$ cat config.mk
export PLATFORM = sky130hd
export DESIGN_NAME = switch_event_debouncer
export DESIGN_NICKNAME = d
export VERILOG_FILES = /design/src/rtl/switch_event_pkg.sv /design/src/rtl/switch_event_debouncer_if.sv /design/src/rtl/switch_event_channel.sv /design/src/rtl/switch_event_debouncer.sv
export SDC_FILE = /design/constraint.sdc
export NUM_CORES = 1
export LEC_CHECK = 0
export CORE_UTILIZATION = 50
export DETAILED_ROUTE_END_ITERATION = 6
export PLACE_DENSITY = 0.67
export SETUP_SLACK_MARGIN = 0.1
export SLEW_MARGIN = 20
export SYNTH_ARGS = -nofsm -noshare
export SYNTH_HDL_FRONTEND = slang
export SYNTH_HIERARCHICAL = 1
export SYNTH_SLANG_ARGS = --single-unit
$ cat constraint.sdc
create_clock -name clk_i -period 4.54 [get_ports clk_i]
set_input_delay 0.454 -clock clk_i [delete_from_list [all_inputs] [get_ports clk_i]]
set_output_delay 0.454 -clock clk_i [all_outputs]
set_load 0.01 [all_outputs]
$ cat src/rtl/switch_event_pkg.sv
// ----------------------------------------------------------------------------
// switch_event_pkg
// Shared types for the switch event debouncer.
//   state_t : per-channel debounce / long-press FSM states
//   is_level: true for the states in which the switch reads as pressed
// ----------------------------------------------------------------------------
package switch_event_pkg;

    typedef enum logic [2:0] {
        UNPRESSED_S = 3'd0,
        PRESS_S     = 3'd1,
        PRESSED_S   = 3'd2,
        LONG_S      = 3'd3,
        UNPRESS_S   = 3'd4
    } state_t;

    // The lock-out after a press already counts as pressed, so the level
    // rises on the first qualifying edge rather than after the lock-out.
    function automatic logic is_level(input state_t s);
        return (s == PRESS_S) || (s == PRESSED_S) || (s == LONG_S);
    endfunction

endpackage

$ cat src/rtl/switch_event_debouncer_if.sv
// ----------------------------------------------------------------------------
// switch_event_debouncer_if
// Bundle of one switch line and its event outputs, W channels wide.
//   raw   : switch line into the debouncer (pressed = 1 inside the design)
//   level : debounced pressed level
//   press : one-cycle press event
//   rls   : one-cycle release event
//   lng   : one-cycle long-press event
//   rpt   : one-cycle auto-repeat event
// master drives raw and observes events; slave is the debouncer side.
// ----------------------------------------------------------------------------
interface switch_event_debouncer_if #(
    parameter int W = 1
);
    logic [W-1:0] raw;
    logic [W-1:0] level;
    logic [W-1:0] press;
    logic [W-1:0] rls;
    logic [W-1:0] lng;
    logic [W-1:0] rpt;

    modport master (output raw, input  level, press, rls, lng, rpt);
    modport slave  (input  raw, output level, press, rls, lng, rpt);
endinterface

$ cat src/rtl/switch_event_channel.sv
// ----------------------------------------------------------------------------
// switch_event_channel
// One switch channel: lock-out debounce FSM, hold counter for long press and
// optional auto-repeat. All event outputs are registered from the next state
// so they line up with the level change.
//   clk_i    : clock
//   arst_n_i : asynchronous active-low reset
//   ev       : slave side of the event bundle (raw in, events out)
// Optional feature: define SWITCH_AUTOREPEAT_EN to build the repeat counter;
// otherwise ev.rpt is constant 0.
// ----------------------------------------------------------------------------
module switch_event_channel
    import switch_event_pkg::*;
#(
    parameter int DEBOUNCE_DEPTH = 13,
    parameter int LONG_DEPTH     = 24,
    parameter int REPEAT_DEPTH   = 20
) (
    input  logic                    clk_i,
    input  logic                    arst_n_i,
    switch_event_debouncer_if.slave ev
);

    state_t                    state_q, state_d;
    logic [DEBOUNCE_DEPTH-1:0] deb_cnt_q, deb_cnt_d;
    logic [LONG_DEPTH-1:0]     hold_cnt_q, hold_cnt_d;
    logic                      level_q, level_d;
    logic                      press_q, press_d;
    logic                      rls_q, rls_d;
    logic                      long_q, long_d;

    always_ff @(posedge clk_i or negedge arst_n_i) begin
        if (!arst_n_i) begin
            state_q    <= UNPRESSED_S;
            deb_cnt_q  <= '0;
            hold_cnt_q <= '0;
            level_q    <= 1'b0;
            press_q    <= 1'b0;
            rls_q      <= 1'b0;
            long_q     <= 1'b0;
        end else begin
            state_q    <= state_d;
            deb_cnt_q  <= deb_cnt_d;
            hold_cnt_q <= hold_cnt_d;
            level_q    <= level_d;
            press_q    <= press_d;
            rls_q      <= rls_d;
            long_q     <= long_d;
        end
    end

    always_comb begin
        state_d    = state_q;
        deb_cnt_d  = '0;
        hold_cnt_d = hold_cnt_q;
        case (state_q)
            UNPRESSED_S: begin
                hold_cnt_d = '0;
                if (ev.raw[0]) state_d = PRESS_S;
            end
            PRESS_S: begin
                // Lock-out: raw is not looked at until the window expires.
                deb_cnt_d  = deb_cnt_q + 1'b1;
                hold_cnt_d = hold_cnt_q + 1'b1;
                if (&deb_cnt_q) state_d = PRESSED_S;
            end
            PRESSED_S: begin
                hold_cnt_d = hold_cnt_q + 1'b1;
                // Release is tested first so it wins over a coincident
                // hold terminal count.
                if (!ev.raw[0])       state_d = UNPRESS_S;
                else if (&hold_cnt_q) state_d = LONG_S;
            end
            LONG_S: begin
                if (!ev.raw[0]) state_d = UNPRESS_S;
            end
            UNPRESS_S: begin
                deb_cnt_d = deb_cnt_q + 1'b1;
                if (&deb_cnt_q) state_d = UNPRESSED_S;
            end
            default: state_d = UNPRESSED_S;
        endcase

        level_d = is_level(state_d);
        press_d = level_d & ~level_q;
        rls_d   = ~level_d & level_q;
        long_d  = (state_d == LONG_S) && (state_q != LONG_S);
    end

    assign ev.level = level_q;
    assign ev.press = press_q;
    assign ev.rls   = rls_q;
    assign ev.lng   = long_q;

`ifdef SWITCH_AUTOREPEAT_EN
    logic [REPEAT_DEPTH-1:0] rep_cnt_q, rep_cnt_d;
    logic                    rpt_q, rpt_d;

    always_ff @(posedge clk_i or negedge arst_n_i) begin
        if (!arst_n_i) begin
            rep_cnt_q <= '0;
            rpt_q     <= 1'b0;
        end else begin
            rep_cnt_q <= rep_cnt_d;
            rpt_q     <= rpt_d;
        end
    end

    // Counter is zero outside LONG_S, so it starts from 0 on entry.
    // A repeat coinciding with the release decision is dropped.
    always_comb begin
        rep_cnt_d = '0;
        if (state_q == LONG_S) rep_cnt_d = rep_cnt_q + 1'b1;
        rpt_d = (state_q == LONG_S) && (state_d == LONG_S) && (&rep_cnt_q);
    end

    assign ev.rpt = rpt_q;
`else
    // Never true for a legal depth: repeat is permanently off in this build.
    assign ev.rpt = (REPEAT_DEPTH < 0);
`endif

endmodule

$ cat src/rtl/switch_event_debouncer.sv
// ----------------------------------------------------------------------------
// switch_event_debouncer
// NUM independent switch channels: 2-flop synchronizer + polarity fix here,
// FSM/counters in switch_event_channel per channel.
//   clk_i     : clock
//   arst_n_i  : asynchronous active-low reset
//   data_i    : raw asynchronous switch lines (active-low when INVERT=1)
//   level_o   : debounced pressed level
//   press_o   : one-cycle press event
//   release_o : one-cycle release event
//   long_o    : one-cycle long-press event (2^LONG_DEPTH cycles after press)
//   repeat_o  : one-cycle auto-repeat event, every 2^REPEAT_DEPTH cycles in
//               long press; only with SWITCH_AUTOREPEAT_EN defined, else 0
// ----------------------------------------------------------------------------
module switch_event_debouncer
    import switch_event_pkg::*;
#(
    parameter int NUM            = 2,
    parameter int DEBOUNCE_DEPTH = 13,
    parameter int LONG_DEPTH     = 24,
    parameter int REPEAT_DEPTH   = 20,
    parameter bit INVERT         = 1'b0
) (
    input  logic           clk_i,
    input  logic           arst_n_i,
    input  logic [NUM-1:0] data_i,
    output logic [NUM-1:0] level_o,
    output logic [NUM-1:0] press_o,
    output logic [NUM-1:0] release_o,
    output logic [NUM-1:0] long_o,
    output logic [NUM-1:0] repeat_o
);

    localparam logic [NUM-1:0] INV_MASK = {NUM{INVERT}};

    logic [NUM-1:0] sync1_q, sync1_d;
    logic [NUM-1:0] sync2_q, sync2_d;
    logic [NUM-1:0] raw;

    // Synchronizer resets to the idle line level, so a switch held through
    // reset reads as released first and then produces a clean press.
    always_ff @(posedge clk_i or negedge arst_n_i) begin
        if (!arst_n_i) begin
            sync1_q <= INV_MASK;
            sync2_q <= INV_MASK;
        end else begin
            sync1_q <= sync1_d;
            sync2_q <= sync2_d;
        end
    end

    always_comb begin
        sync1_d = data_i;
        sync2_d = sync1_q;
    end

    assign raw = sync2_q ^ INV_MASK;

    for (genvar g = 0; g < NUM; g++) begin : g_ch
        switch_event_debouncer_if ch_if ();

        assign ch_if.raw = raw[g];

        switch_event_channel #(
            .DEBOUNCE_DEPTH (DEBOUNCE_DEPTH),
            .LONG_DEPTH     (LONG_DEPTH),
            .REPEAT_DEPTH   (REPEAT_DEPTH)
        ) u_ch (
            .clk_i    (clk_i),
            .arst_n_i (arst_n_i),
            .ev       (ch_if)
        );

        assign level_o[g]   = ch_if.level[0];
        assign press_o[g]   = ch_if.press[0];
        assign release_o[g] = ch_if.rls[0];
        assign long_o[g]    = ch_if.lng[0];
        assign repeat_o[g]  = ch_if.rpt[0];
    end

endmodule

==> results.cfg, run 1 <==
[cells_and_area]
final_nets = 477
n_antenna_cell = 0
layout.cells.non_filler = 581
drive_gt1_frac = 0.0613
area_growth_pct = 5.75

[global_routing]
grt_max_degree = 67
grt_pass1_wl_um = 14200
grtUsageTotal = 0.184
overflow = 0
antenna_found_initial = 0
grt_pass1_vias = 3157

[sta]
fin_crit_sh = 0.460
slew_violations = 0
rsz0062_at_grt = false
fin_setup_tns_ns = 0
tightest_slew_ns = 0.827
clock_skew_ns = 0.0117
finalSetupViolCount = 0
hold_violations = 0
fmax_ghz = 0.479
relSlewSlack = 0.449
post-route-min-period_ns = 2.09

[drt]
drc = 2
finalWirelength_um = 8050
routedWlPerCell_um = 13.9
detail_route.vias_per_cell = 5.73
antenna_left = 0
vias = 3327
drtPass1Iterations = 7
drt-initial-drc-count = 202

[worst_setup_path]
cp-start-kind = flop
cp.arrival_ns = 2.36
path_buf_inv = 0
path_max_fanout = 15
crit_start = g_ch[0].u_ch/state_q[1]
rr_worst_depth = 4
endpoint = g_ch[0].u_ch/hold_cnt_q[20]
reg2reg_to = g_ch[0].u_ch/hold_cnt_q[20]
r2r-start = g_ch[0].u_ch/state_q[1]
path_class = flop to flop
reg2reg_setup_slack_ns = 2.45
cp.required_ns = 4.81
max_stage_delay_ns = 0.63
crit_family = simple AND/OR/NAND/NOR gates
crit_path_end_kind = flop
cp.depth = 4
crit_chain = and2_4 -> or4_4 -> or4_1 -> a21oi_1
cp_slowest_cell = or4_4

[power]
p_comb_frac = 0.155
pwr-share-seq = 0.559
power_switching_uw = 532
p_sw_frac = 0.290
power_leakage_nw = 1.96
p_int_mw = 1.31
pwr_density_cell_nw_per_um2 = 380
ir_worst_vdd_mv = 0.193
power_frac_clock = 0.286

[die]
die_w_um = 97.6
io_pins = 14
dieArea_um2 = 9530
start_util = 0.519
row_count = 34
fp.coreArea_um2 = 8810
die_h_um = 97.6

[clock_network]
insertion_delay_ns = 0.35
cts_max_path_buffers = 2
tritoncts = yes
post_cts_buffers = 0
cts.clk_slew.worst_paths_ns = 0.09
h-tree-depth = 3
cts.sinks = 92
ctsResizeCount = 0
root_buffer = clkbuf_8
cts_buffers = 9
holdBufCountCts = 0

[logic_synthesis]
yosys-top-cells-area = dfrtp_1 50%, a21oi_1 4.2%, nor2_1 4.1%, xnor2_1 3.6%, nand2_1 3.0%
yosysSeqAreaShare = 0.504
synth.distinct_cells = 48
async_flop_share = 1.00
synth_warnings = 6
synth_top_area_share = 0.504
ys_ff_latch = 92
syn_avg_cell_area_um2 = 9.58
syn_nets = 485
synth_top_area_cell = dfrtp_1
synth_edf_count = 0
synth_flop_cell = dfrtp_1
syn_inst = 477
synth_area_um2 = 4570

[place]
dp_hpwl_um = 5480
gp_congestion = 0.849
port_buffers = 11
placedCellCount = 566

[worst_hold_path]
hold_path.class = input port to asynchronous set/reset pin

[run]
max-cap-violations = 0

[run_status]
status = finished with violations
violations = DRC
## logic make-up (layout without fill, tap and decap cells)
logic type | Yosys count | after routing | synth area share
and+or+nand+nor | 212 | 212 | 0.249
DFF | 92 | 92 | 0.504
AOI/OAI and AO/OA | 89 | 89 | 0.117
buffers and inverters | 44 | 40 | 0.0523
xor gates and xnor gates | 33 | 33 | 0.0632
adders and majority gates | 4 | 4 | 0.0109
other | 2 | 2 | 0.00164
muxes | 1 | 1 | 0.00246
## metal layers
| layer | wire (um) | track usage | vias to the layer above |
|---|---|---|---|
| met5 | 0 | 0 | - |
| met4 | 127 | 0.0711 | 0 |
| met3 | 152 | 0.0302 | 12 |
| met2 | 3890 | 0.302 | 29 |
| met1 | 3880 | 0.244 | 1608 |
| li1 | - | - | 1678 |
## worst min-delay path by stage
stage	to	cells past startpoint	slack, ns
floorplan	g_ch[0].u_ch/deb_cnt_q[0]	0	0.16
detailed placement	raw[0]	0	0.33
global placement	raw[0]	0	0.33
CTS	g_ch[1].u_ch/ev.level	1	0.22
global route	g_ch[1].u_ch/ev.rls	1	0.26
finish	g_ch[1].u_ch/ev.level	1	0.20
## power by group through the flow
stage	logic, mW	registers [mW]	clock network [mW]
final	0.285	1.03	0.525
after global routing	0.333	1.04	0.580
after CTS	0.291	1.03	0.549
after detailed placement	0.288	1.04	0
after global placement	0.280	1.04	0
after floorplan	0.231	1.02	0
## cell type report
type | instances | area (um2)
clock buffer | 9 | 124
clock inverter | 6 | 66.3
multi-input combinational | 341 | 2040
tap | 108 | 135
sequential | 92 | 2300
timing repair buffer | 14 | 130
inverter | 11 | 41.3
fill | 805 | 3970
## worst register-to-register path, cell delays in order, from the launching register on
cell and delay (ns):
dfrtp_1 0.50, and2_4 0.25, or4_4 0.63, or4_1 0.49, a21oi_1 0.15
## flip-flops by register name, summed over array words and instances, names as in the netlist
register,count
g_ch.u_ch/ev.rls,2
g_ch.u_ch/state_q,6
g_ch.u_ch/deb_cnt_q,26
raw,2
sync1_q,2
g_ch.u_ch/ev.press,2
g_ch.u_ch/ev.lng,2
g_ch.u_ch/hold_cnt_q,48
g_ch.u_ch/ev.level,2
## layout by cell type (no fill, tap or decap), types with 9 or more instances in the layout
cell type,synthesis,final
xnor2_1,19,19
o21ai_0,21,21
nand2_1,36,36
or4_1,16,16
clkdlybuf4s50_1,0,10
o31ai_1,15,15
a21oi_1,38,38
nor2_1,50,50
inv_1,11,11
or3_1,17,17
nand4_1,17,17
clkbuf_8,0,9
nand3_1,25,25
xor2_1,14,14
dfrtp_1,92,92
## synthesized netlist by cell type (2+ instances only)
cell type   n
a21oi_1    38
nand3_1    25
nand4_1    17
nand2b_1    4
buf_2       5
o21ai_0    21
and4_1      6
ha_1        4
inv_1      11
a31oi_1     3
xnor2_1    19
or4_1      16
buf_4      14
or3_1      17
nor4_1      6
nor3b_1     2
nor3_1      9
xor2_1     14
a21o_1      2
nor2_1     50
o2bb2a_1    2
and3_1      7
conb_1      2
or4_4       3
dfrtp_1    92
buf_6       2
and2_1      4
nor2b_1     2
nand2_1    36
o31ai_1    15
clkbuf_1   12
## per-stage QoR
stage	worst slack (ns)	hold WS (ns)	util	total power, mW	cell area, um2
2_1_floorplan	2.71	0.158	-	1.25	4570
3_3_place_gp	2.50	0.333	0.527	1.32	4640
3_5_place_dp	2.49	0.335	0.527	1.33	4640
4_1_cts	2.45	0.220	0.549	1.87	4830
5_1_grt	2.28	0.263	0.549	1.96	4830
6_report	2.45	0.197	0.549	1.84	4830
Note: power is estimated with default switching activity, not from simulation.
==> run 2, diff against run 1 <==
Settings changed: PLACE_DENSITY 0.67 to 0.7.
Clock period 4.54 ns to 1.7 ns, I/O delays scaled along.
==> results.cfg, run 2 (same netlist as run 1, synthesis figures left out) <==
[run_status]
status = finished with violations
violations = DRC, setup timing

[power]
pwr_density_cell_nw_per_um2 = 969
power_leakage_nw = 2.44
ir_worst_vdd_mv = 0.586

[cells_and_area]
final_nets = 565
final_common_cell = dfrtp_1
area_growth_pct = 26.4
fin_util = 0.656
drive_gt1_frac = 0.292
top_regs = g_ch.u_ch/hold_cnt_q (48), g_ch.u_ch/deb_cnt_q (26), g_ch.u_ch/state_q (6)
n_antenna_cell = 0
max_flop_register = g_ch.u_ch/hold_cnt_q
largest_reg_flops = 48
layout_common_cells = 90 x dfrtp_1, 80 x buf_4, 50 x nor2_1

[die]
row_count = 34
die_w_um = 97.6
start_util = 0.519
die_h_um = 97.6
io_pins = 14
dieArea_um2 = 9530
fp.coreArea_um2 = 8810

[clock_network]
cts_max_path_buffers = 2
insertion_delay_ns = 0.36
cts_buffers = 9
root_buffer = clkbuf_8
h-tree-depth = 3
cts.sinks = 92
tritoncts = yes
cts.clk_slew.worst_paths_ns = 0.09

[sta]
hold_violations = 0
slew_violations = 0
final.setup.worst_slack_ns = -0.121
finalSetupViolCount = 11
clock_skew_ns = 0.0118
post-route-min-period_ns = 1.82
fin_setup_tns_ns = -0.830
rsz0062_at_grt = true
fin_crit_sh = 1.07
fmax_ghz = 0.549
holdWs_ns = 0.247

[worst_setup_path]
path_buf_inv = 0
crit_family = simple AND/OR/NAND/NOR gates
cp.required_ns = 2.00
cp_slowest_cell = or4_4
max_stage_delay_ns = 0.50
cp.arrival_ns = 2.12
path_max_fanout = 7
cp-start-kind = flop
cp_common_cell = or4_4
cp.depth = 5
reg2reg_setup_slack_ns = -0.12
crit_chain = ha_2 -> nand3b_1 -> or4_4 -> or4_4 -> a21oi_2
crit_start = g_ch[0].u_ch/hold_cnt_q[0]
path_class = flop to flop
r2r-start = g_ch[0].u_ch/hold_cnt_q[0]
reg2reg_to = g_ch[0].u_ch/hold_cnt_q[18]
endpoint = g_ch[0].u_ch/hold_cnt_q[18]
rr_worst_depth = 5
crit_path_end_kind = flop

[drt]
antenna_left = 0
finalWirelength_um = 9860
routedWlPerCell_um = 14.7
vias = 3806
drtPass1Iterations = 6
drc = 4
detail_route.vias_per_cell = 5.69
drt-initial-drc-count = 119

[worst_hold_path]
hp-start = data_i[1]
holdPathStages = 1
hold_path.class = input port to flop

[place]
gp_congestion = 0.800
port_buffers = 11
dp_hpwl_um = 5940

[global_routing]
grt_pass1_vias = 3510
grt_max_degree = 93
grtUsageTotal = 0.196
antenna_found_initial = 0
overflow = 0
grt_pass1_wl_um = 15300

[run]
max-cap-violations = 0
[run 2: report_power, final]
| group | leakage (nW) | switching [mW] | internal (mW) |
|---|---|---|---|
| clock network | 0.105 | 0.771 | 0.822 |
| registers | 1.21 | 0.233 | 2.48 |
| logic | 1.12 | 0.617 | 0.681 |
| total | 2.44 | 1.62 | 3.98 |
[run 2: layout make-up]
type	instances	area, um2
clock buffer	9	124
clock inverter	6	90.1
fill	687	3030
inverter	11	41.3
multi-input combinational	343	2260
sequential	92	2300
tap	108	135
timing repair buffer	100	823
[run 2: how the worst min path moves through the flow]
stage                                  end  slack (ns)
6_report                        sync1_q[1]        0.25
5_1_grt                         sync1_q[1]        0.23
4_1_cts                         sync1_q[0]        0.24
3_5_place_dp   g_ch[0].u_ch/hold_cnt_q[22]        0.26
3_3_place_gp   g_ch[0].u_ch/hold_cnt_q[20]        0.25
2_1_floorplan    g_ch[0].u_ch/deb_cnt_q[0]       -0.13
[run 2: metal layers]
layer,GRT usage,part of all wire,vias up
met5,0,0,-
met4,0.0501,0.014,0
met3,0.0460,0.033,16
met2,0.342,0.51,74
met1,0.246,0.44,1856
li1,-,-,1860
[run 2: worst register-to-register path, stage by stage (launching register included)]
cell and delay, ns:
dfrtp_1 0.37, ha_2 0.18, nand3b_1 0.14, or4_4 0.50, or4_4 0.44, a21oi_2 0.13
[run 2: metrics by stage]
step           instances  cell area (um2)  setup slack [ns]  total power, mW
6_report             669             5780            -0.121             5.60
5_1_grt              669             5780            -0.211             5.88
4_1_cts              641             5350            -0.115             5.48
3_5_place_dp         621             5080            -0.103             3.85
3_3_place_gp         621             5080           -0.0156             3.78
2_1_floorplan        477             4590           -0.0378             3.34
[run 2: repair_timing]
item	CTS	global route
hold buffers	1	0
hold endpoints to repair	92	0
setup buffers	4	25
pin swaps	4	20
setup endpoints to repair	28	34
cloned	0	3
resized for setup	9	55
